## src/rtl/risc_toy_ifetch.sv

```systemverilog
// RISC_TOY instruction fetch: issues word fetches, buffers responses in a prefetch FIFO, feeds decode.
// Optional macro FETCH_BYPASS_EN: an unkilled response arriving at an empty FIFO is presented the same cycle.
module risc_toy_ifetch #(
    parameter logic [31:0] RESET_PC = 32'h0000_0000,
    parameter int unsigned DEPTH    = 2
) (
    input  logic        CLK,
    input  logic        RST,
    output logic        IREQ,
    output logic [29:0] IADDR,
    input  logic [31:0] INSTR,
    input  logic        STALL,
    input  logic        REDIRECT,
    input  logic [31:0] REDIRECT_PC,
    output logic        FD_VALID,
    output logic [31:0] FD_INSTR,
    output logic [31:0] FD_PC,
    output logic [31:0] FD_NPC
);

    localparam int unsigned PW = $clog2(DEPTH);
    localparam int unsigned CW = PW + 1;
    localparam logic [CW-1:0] DEPTH_C = CW'(DEPTH);

    logic [31:0]   pc_q, pc_d;
    logic [31:0]   req_pc_q, req_pc_d;
    logic          inflight_q, inflight_d;
    logic [PW-1:0] head_q, head_d;
    logic [PW-1:0] tail_q, tail_d;
    logic [CW-1:0] count_q, count_d;
    logic [31:0]   fifo_instr_q [DEPTH];
    logic [31:0]   fifo_instr_d [DEPTH];
    logic [31:0]   fifo_pc_q    [DEPTH];
    logic [31:0]   fifo_pc_d    [DEPTH];

    logic          resp_ok;
    logic          fifo_empty;
    logic          bypass;
    logic          pop;
    logic          fifo_pop;
    logic          push;
    logic [CW-1:0] occupied;

    always_comb begin
        resp_ok    = inflight_q && !REDIRECT;
        fifo_empty = (count_q == '0);
        bypass     = 1'b0;
`ifdef FETCH_BYPASS_EN
        bypass     = fifo_empty && resp_ok;
`endif
        FD_VALID   = !fifo_empty || bypass;
        pop        = FD_VALID && !STALL;
        fifo_pop   = pop && !fifo_empty;
        // A bypassed word that decode takes this cycle never enters the FIFO.
        push       = resp_ok && !(bypass && pop);
        occupied   = count_q + CW'(inflight_q);
        IREQ       = !RST && !REDIRECT && ((occupied < DEPTH_C) || pop);
        IADDR      = pc_q[31:2];

        FD_INSTR = '0;
        FD_PC    = '0;
        FD_NPC   = '0;
        if (bypass) begin
            FD_INSTR = INSTR;
            FD_PC    = req_pc_q;
        end else if (!fifo_empty) begin
            FD_INSTR = fifo_instr_q[head_q];
            FD_PC    = fifo_pc_q[head_q];
        end
        if (FD_VALID) begin
            FD_NPC = FD_PC + 32'd4;
        end
    end

    always_comb begin
        pc_d         = pc_q;
        req_pc_d     = req_pc_q;
        inflight_d   = IREQ;
        head_d       = head_q;
        tail_d       = tail_q;
        count_d      = count_q;
        fifo_instr_d = fifo_instr_q;
        fifo_pc_d    = fifo_pc_q;

        if (REDIRECT) begin
            pc_d    = REDIRECT_PC & ~32'h3;
            head_d  = '0;
            tail_d  = '0;
            count_d = '0;
        end else begin
            if (IREQ) begin
                pc_d     = pc_q + 32'd4;
                req_pc_d = pc_q;
            end
            if (push) begin
                fifo_instr_d[tail_q] = INSTR;
                fifo_pc_d[tail_q]    = req_pc_q;
                tail_d               = tail_q + 1'b1;
            end
            if (fifo_pop) begin
                head_d = head_q + 1'b1;
            end
            count_d = count_q + CW'(push) - CW'(fifo_pop);
        end
    end

    always_ff @(posedge CLK or posedge RST) begin
        if (RST) begin
            pc_q         <= RESET_PC & ~32'h3;
            req_pc_q     <= '0;
            inflight_q   <= 1'b0;
            head_q       <= '0;
            tail_q       <= '0;
            count_q      <= '0;
            fifo_instr_q <= '{default: '0};
            fifo_pc_q    <= '{default: '0};
        end else begin
            pc_q         <= pc_d;
            req_pc_q     <= req_pc_d;
            inflight_q   <= inflight_d;
            head_q       <= head_d;
            tail_q       <= tail_d;
            count_q      <= count_d;
            fifo_instr_q <= fifo_instr_d;
            fifo_pc_q    <= fifo_pc_d;
        end
    end

endmodule

```

## config.mk

```make
export PLATFORM = sky130hd
export DESIGN_NAME = risc_toy_ifetch
export DESIGN_NICKNAME = d
export VERILOG_FILES = /design/src/rtl/risc_toy_ifetch.sv
export SDC_FILE = /design/constraint.sdc
export NUM_CORES = 1
export LEC_CHECK = 0
export ABC_AREA = 0
export BUFFER_PORTS_ARGS = -buffer_cell sky130_fd_sc_hd__buf_2
export CORE_ASPECT_RATIO = 2
export CORE_MARGIN = 4
export CORE_UTILIZATION = 60
export CTS_CLUSTER_DIAMETER = 60
export DETAILED_ROUTE_END_ITERATION = 16
export PLACE_DENSITY = 0.93
export SKIP_CTS_REPAIR_TIMING = 1
export SYNTH_ARGS = -nofsm -noshare
export SYNTH_HDL_FRONTEND = slang
export SYNTH_SLANG_ARGS = --single-unit
```

## constraint.sdc

```tcl
create_clock -name CLK -period 15.15 [get_ports CLK]
set_clock_uncertainty 0.15 [all_clocks]
set_input_delay 4.545 -clock CLK [delete_from_list [all_inputs] [get_ports CLK]]
set_output_delay 4.545 -clock CLK [all_outputs]
set_load 0.01 [all_outputs]
```

## After elaboration in Yosys (flattened, before gate mapping)

Cells that the tools add are included.

- Add/sub/neg operators: 7
- Order comparisons: 4
- Muxes and demuxes: 20
- Bitwise gates (word level): 3
- Reduce and logical (&&, ||, !) cells: 17

Operator list:

| kind | number |
|---|---|
| $mux 32 | 12 |
| $bwmux 64 | 2 |
| $add 32x3->32 const B | 2 |
| $demux 32 s1 | 1 |
| $logic_and 1x1->1 | 6 |
| $reduce_bool 2->1 | 3 |
| $add 2x1->2 | 2 |
| $ge 2x2->1 const B | 2 |
| $logic_not 1->1 | 4 |
| $mux 1 | 4 |
| $not 1->2 | 2 |
| $reduce_and 2->1 | 2 |
| $add 1x1->1 const B | 2 |
| $logic_not 2->1 | 1 |
| $lt 2x1->1 const B | 1 |
| $lt 2x2->1 const B | 1 |
| $mux 2 | 1 |
| $sub 2x1->2 | 1 |
| $logic_or 1x1->1 | 1 |
| $not 1->1 | 1 |

- Register bits: 197
- Input bits: 68
- Logic and storage cells: 61

## Depth between registers and ports, before layout

Gate-level depths: netlist of run 1.

- Word-level depth: 7
- Mapped depth: 11

## Least setup slack after synthesis of run 1

No wires, ideal clock.

- Path type: input-to-output
- Start: input STALL
- End: output IREQ
- Arrival: 5.363 ns
- Required time: 10.455 ns
- Setup slack: 5.092 ns
- Stages: 4
- Path buffers: 2
- Cells stage by stage: o21a_1 -> clkbuf_1 -> nor3_2 -> buf_2

- Word-level cells in the longest chain between the ends: 4

RTL lines:

| item | line | RTL |
|---|---|---|
| from (decl) | 12 | `input logic STALL,` |
| $logic_not 1->1 | 52 | `pop = FD_VALID && !STALL;` |
| $logic_and 1x1->1 | 52 |  |
| $logic_or 1x1->1 | 57 | `IREQ = !RST && !REDIRECT && ((occupied < DEPTH_C) \|\| pop);` |
| $logic_and 1x1->1 | 57 |  |
| to (decl) | 9 | `output logic IREQ,` |

No other way between the ends.

## Final worst setup path of run 1

- Start: input REDIRECT
- End: output IREQ

- Word-level cells in the longest chain between the ends: 3

RTL lines:

| item | line | RTL |
|---|---|---|
| from (decl) | 13 | `input logic REDIRECT,` |
| $logic_not 1->1 | 57 |  |
| $logic_and 1x1->1 (2 in a row) | 57 |  |

No other way between the ends.

==> results.toml, run 1 <==
[clock_tree]
cts_sinks = 189
clockRootBuffer = "clkbuf_16"
path_clk_slew_ps = 60
cts_tree = "done"
clk_path_buf_depth = 2
insertion_delay_ps = 420
numCtsBuffers = 17
cts_max_level = 4

[synth]
synth_cells = 819
synth.top_cell.area_share_pct = 49.8
yosysTopAreaCell = "dfrtp_1"
synth.cell_area_sq_um = 9500
ys_top_cells_by_area = "dfrtp_1 50%, mux2_2 19%, mux2i_1 6.6%"
ys_seq_area_share_pct = 49.8
yosys_warnings = 0
syn_avg_cell_area_sq_um = 11.6
yosysUniqueCellTypes = 59
ys_ff_latch = 189

[timing]
relSlewSlack_pct = 31.6
max_freq_mhz = 98.9
worst_pin_slew_ps = 1030
rsz0062_at_grt = "false"
period_share_pct = 66.7
hold_viol = 0
setup_viol = 0
fin_tns_setup_ps = 0
drv_slew = 0
fin_crit_ps = 10110

[detailed_routing]
drt_iter0_markers = 408
vias = 7129
antenna_left = 0
post-route-drc-count = 0
drt-vias-per-instance = 5.96
wl_per_cell_microns = 18.9
wirelength_mm = 22.7
drt_pre_antenna_iters = 4

[worst_setup_path]
cp.arrival_ps = 5420
crit_type = "in2out"
crit_path_start = "REDIRECT"
max_stage_delay_ps = 500
r2r_setup_slack_ps = 12200
reg2reg_from = "count_q[1]"
critPathRequiredTime_ps = 10460
endpoint = "IREQ"
crit_fanout = 68
end_kind = "output port"
timing.rr.end = "count_q[1]"
path_cells = "buf_2 > buf_4 > nor3_4 > buf_2"
crit_top_cell = "buf_2"
reg2reg_depth = 9
cpMaxStageDelayCell = "buf_4"
crit_path_start_kind = "input port"

[global_route]
grt_antenna_before_repair = 0
gr-total-overflow = 0
grt_use_total_pct = 25.3
grt_max_degree = 120
grt_pass1_vias = 7375
grt_pass1_wl_mm = 36.4

[layout]
most-common-layout-cells = "189 x buf_2, 188 x dfrtp_1, 157 x mux2_2, 72 x nor2_1, 63 x mux2i_1"
multi_input_comb_area_sq_um = 4500
nets = 1058
area_growth_pct = 16.9
n_antenna_cell = 0
final_common_cell = "buf_2"
n_fill_cell = 1097
drive_above_1_share_pct = 40.4
seqCellArea_sq_um = 4730

[power]
p_leak_nw = 5.05
power_density_nw_per_um2 = 180
peakVddDrop_mv = 0.108
total_power_mw = 2.00

[floorplanning]
core.rowCount = 64
start_util_pct = 61.5
dieArea_sq_um = 18000
die_w_microns = 97.0
core_area_sq_um = 15500
die_h_microns = 186
io-pin-count = 196

[run]
cap_viol_max_count = 0

[place]
finalWeightedCongestion = 0.878
io_buffers = 189
place_hpwl_mm = 15.7

[min_path]
min_path_type = "reg2reg"

[outcome]
status = "finished, final reports clean"
## state kept, by name, indices dropped and copies added, names as in the netlist
signal,cells
inflight_q,1
fifo_instr_q,64
req_pc_q,30
fifo_pc_q,60
pc_q,30
count_q,2
tail_q,1
head_q,1
## worst max-delay path: cells and delay by family
family                 cells  cell delay [ps]
and+or+nand+nor            1              100
buffers and inverters      3              740
## power breakdown
group	leakage [nW]	internal [mW]	switching (mW)	total [mW]
Sequential	2.30	0.689	0.139	0.828
Combinational	2.47	0.345	0.390	0.735
Clock	0.278	0.241	0.198	0.439
## worst min path at each step
stage,from,end,slack (ps),cells past startpoint
after global routing,fifo_pc_q[26],fifo_pc_q[26],360,1
after global placement,fifo_pc_q[31],fifo_pc_q[31],330,1
final,fifo_instr_q[43],fifo_instr_q[43],360,1
after detailed placement,fifo_pc_q[31],fifo_pc_q[31],340,1
after floorplan,fifo_pc_q[31],fifo_pc_q[31],320,1
after CTS,fifo_pc_q[31],fifo_pc_q[31],360,1
## kinds of logic after synthesis
family / after synthesis / share of synthesized area, %
xor gates and xnor gates: 43 / 3.96
and+or+nand+nor: 248 / 13.5
DFF: 189 / 49.8
buffers and inverters: 65 / 3.40
muxes: 220 / 25.2
AOI/OAI and AO/OA: 49 / 3.54
adders and majority gates: 4 / 0.527
other: 1 / 0.0395
## layout make-up
class	count	area share [%]
Multi-Input combinational cell	568	40.5
Timing Repair Buffer	195	8.92
Inverter	15	0.552
Sequential cell	189	42.6
Tap cell	198	2.23
Clock inverter	12	1.15
Clock buffer	20	4.11
## cells in the mapped netlist, drive strengths merged
cell type    number
a211oi            7
a22oi             1
xor2             21
o31a              5
a31oi             4
a221o             3
nor4b             4
clkbuf           20
buf              29
or2b              1
xnor2            22
and3              2
nand3b            9
or3               4
nor3             22
nand3            31
and4              3
inv              14
ha                4
o31ai             1
mux2i            63
dfrtp           189
a311o             1
or4b              1
nand4            18
a21boi            1
o211a             1
and2              4
or4               6
nand2            40
dlygate4sd1       1
conb              1
nor3b             1
nor2b             8
o21ai            21
a211o             1
mux2            157
a21oi             2
clkinv            1
nor4             16
nor2             75
nand2b            2
o21a              1
and3b             1
## metal layers
layer | vias up | wire [microns] | track usage, %
met3 | 65 | 861 | 3.75
met5 | - | 0 | 0
met1 | 3574 | 8540 | 27.5
met4 | 0 | 931 | 14.2
li1 | 3258 | - | -
met2 | 232 | 12300 | 46.7
## stage by stage
stage / setup WS [ps] / cells / hold slack [ps] / util [%] / instance area, sq um
global route: 4990 / 1197 / 364 / 71.9 / 11100
CTS: 5050 / 1197 / 358 / 71.9 / 11100
global placement: 5060 / 1165 / 333 / 68.1 / 10500
floorplan: 5090 / 822 / 324 / - / 9520
detailed placement: 5060 / 1165 / 343 / 68.1 / 10500
finish: 5040 / 1197 / 356 / 71.9 / 11100
No activity file was read; power rests on OpenSTA's default activity.
==> run 2: changes to the inputs <==
--- a/config.mk
+++ b/config.mk
@@ -9,10 +9,10 @@
 export BUFFER_PORTS_ARGS = -buffer_cell sky130_fd_sc_hd__buf_2
 export CORE_ASPECT_RATIO = 2
 export CORE_MARGIN = 4
-export CORE_UTILIZATION = 60
+export CORE_UTILIZATION = 50
 export CTS_CLUSTER_DIAMETER = 60
 export DETAILED_ROUTE_END_ITERATION = 16
-export PLACE_DENSITY = 0.93
+export PLACE_DENSITY = 0.84
 export SKIP_CTS_REPAIR_TIMING = 1
 export SYNTH_ARGS = -nofsm -noshare
 export SYNTH_HDL_FRONTEND = slang
==> constraint.sdc (replaced) <==
create_clock -name CLK -period 8.7 [get_ports CLK]
set_clock_uncertainty 0.15 [all_clocks]
set_input_delay 2.61 -clock CLK [delete_from_list [all_inputs] [get_ports CLK]]
set_output_delay 2.61 -clock CLK [all_outputs]
set_load 0.01 [all_outputs]
==> run 2 against run 1 <==
Global-route usage shrank 4.4 points. Sequential share of layout area shrank 0.17 points. Design area grew 0.39%. Sequential cell count is the same. Cell count grew 4.8%.
==> results.toml, run 2 (same netlist as run 1, synthesis figures left out) <==
[outcome]
status = "finished, final reports clean"

[worst_setup_path]
path_cells = "buf_4 > mux2i_1 > a211oi_2 > nand4_1 > nor4_1 > mux2_2 > buf_2"
cp.arrival_ps = 3890
crit_fanout = 49
cpMaxStageDelayCell = "dfrtp_4"
crit_path_start_kind = "register"
max_stage_delay_ps = 750
critPathRequiredTime_ps = 5940
crit_type = "reg2out"
end_kind = "output port"

[place]
io_buffers = 189
placed_cells = 1223
place_hpwl_mm = 15.5
finalWeightedCongestion = 0.862

[global_route]
grt_max_degree = 122
grt_use_total_pct = 20.9
grt_pass1_wl_mm = 35.8
gr-total-overflow = 0
grt_antenna_before_repair = 0
grt_pass1_vias = 7138

[timing]
fin_crit_ps = 6650
rsz0062_at_grt = "false"
worst_pin_slew_ps = 1080
period_share_pct = 76.5
max_freq_mhz = 150
fin_tns_setup_ps = 0
setup_viol = 0
hold_viol = 0
drv_slew = 0
relSlewSlack_pct = 27.8

[detailed_routing]
drt_pre_antenna_iters = 4
drt-vias-per-instance = 5.50
antenna_left = 0
wl_met1_mm = 8.54
wl_per_cell_microns = 17.5
post-route-drc-count = 0
wirelength_mm = 22.0
route.met3.wl_microns = 629
drt_iter0_markers = 290
vias = 6899
routed.top_layer = "met4"
dr_wl_met2_mm = 12.4

[layout]
n_antenna_cell = 0
largestRegisters = "fifo_instr_q (64), fifo_pc_q (60)"
area_growth_pct = 17.4
stdcell_count = 1254
drive_above_1_share_pct = 40.4
largest_reg_flops = 64
final_common_cell = "buf_2"
most-common-layout-cells = "189 x buf_2, 188 x dfrtp_1, 157 x mux2_2, 72 x nor2_1, 63 x mux2i_1"
nets = 1059
n_fill_cell = 1592
top_register = "fifo_instr_q"

[power]
power_density_nw_per_um2 = 307
power_frac_comb_pct = 36.7
peakVddDrop_mv = 0.152
swShare_pct = 36.3
internal_power_mw = 2.18
p_leak_nw = 5.04
pwr-share-clk_pct = 21.3
power_switching_mw = 1.24
p_seq_share_pct = 42.1

[floorplanning]
die_w_microns = 105
core_area_sq_um = 18700
die_h_microns = 203
io-pin-count = 196
start_util_pct = 50.7
core.rowCount = 71
dieArea_sq_um = 21400

[clock_tree]
cts_tree = "done"
insertion_delay_ps = 430
clk_path_buf_depth = 2
path_clk_slew_ps = 70
cts_sinks = 189
clockRootBuffer = "clkbuf_16"
numCtsBuffers = 17
cts_max_level = 4

[run]
cap_viol_max_count = 0

[min_path]
min_path_type = "reg2reg"
==> run 2: cell types whose count changed in the layout (fill, tap and decap cells not counted), sizes merged <==
cell      previous run  this run
clkinvlp             3         2
clkbuf              20        19
bufinv               1         0
clkinv               4         5
inv                 19        20
buf                195       196
==> run 2: area by class of cell <==
type                            count  area [sq um]  area share [%]
Sequential cell                   189          4730            42.4
Timing Repair Buffer              196           998            8.95
Clock buffer                       19           443            3.97
Tap cell                          255           319            2.86
Clock inverter                     12           106           0.953
Inverter                           15          61.3           0.549
Multi-Input combinational cell    568          4500            40.3
==> run 2: worst paths after layout <==
check / startpoint / to / slack [ps] / depth (start not counted)
worst max-delay path: head_q / FD_NPC[28] / 2050 / 7
worst min-delay path: fifo_pc_q[27] / fifo_pc_q[27] / 350 / 1
worst max register to register: count_q[1] / count_q[1] / 5760 / 9
worst min register to register: fifo_pc_q[27] / fifo_pc_q[27] / 350 / 1
max in group asynchronous: RST / head_q / 4540 / 3
min in group asynchronous: RST / pc_q[17] / 2360 / 2
==> run 2: metrics by stage <==
stage	hold slack, ps	instance area (sq um)	utilization, %	total power [mW]	setup WS [ps]
after detailed placement	344	10600	56.6	2.72	2460
after CTS	359	11200	59.5	3.46	2000
final	355	11200	59.5	3.42	2050
after floorplan	324	9520	-	2.29	587
after global placement	333	10600	56.6	2.66	2520
after global routing	366	11200	59.5	3.64	1850
==> run 2: layer usage <==
layer  global-route usage (%)  vias up
met5                        0        -
met4                     7.50        0
met3                     2.29       28
met2                     39.8      141
met1                     23.6     3467
li1                         -     3263
==> run 2: power groups by stage <==
stage | registers [mW] | clock network [mW] | logic [mW]
2_1_floorplan | 1.36 | 0 | 0.923
3_3_place_gp | 1.43 | 0 | 1.23
3_5_place_dp | 1.46 | 0 | 1.27
4_1_cts | 1.44 | 0.749 | 1.27
5_1_grt | 1.49 | 0.785 | 1.37
6_report | 1.44 | 0.728 | 1.25
==> run 2: critical path, delay by kind of cell (launching register included) <==
| kind | cells | cell delay, ps |
|---|---|---|
| muxes | 2 | 610 |
| and+or+nand+nor | 2 | 740 |
| AOI/OAI and AO/OA | 1 | 480 |
| DFF | 1 | 750 |
| buffers and inverters | 2 | 880 |
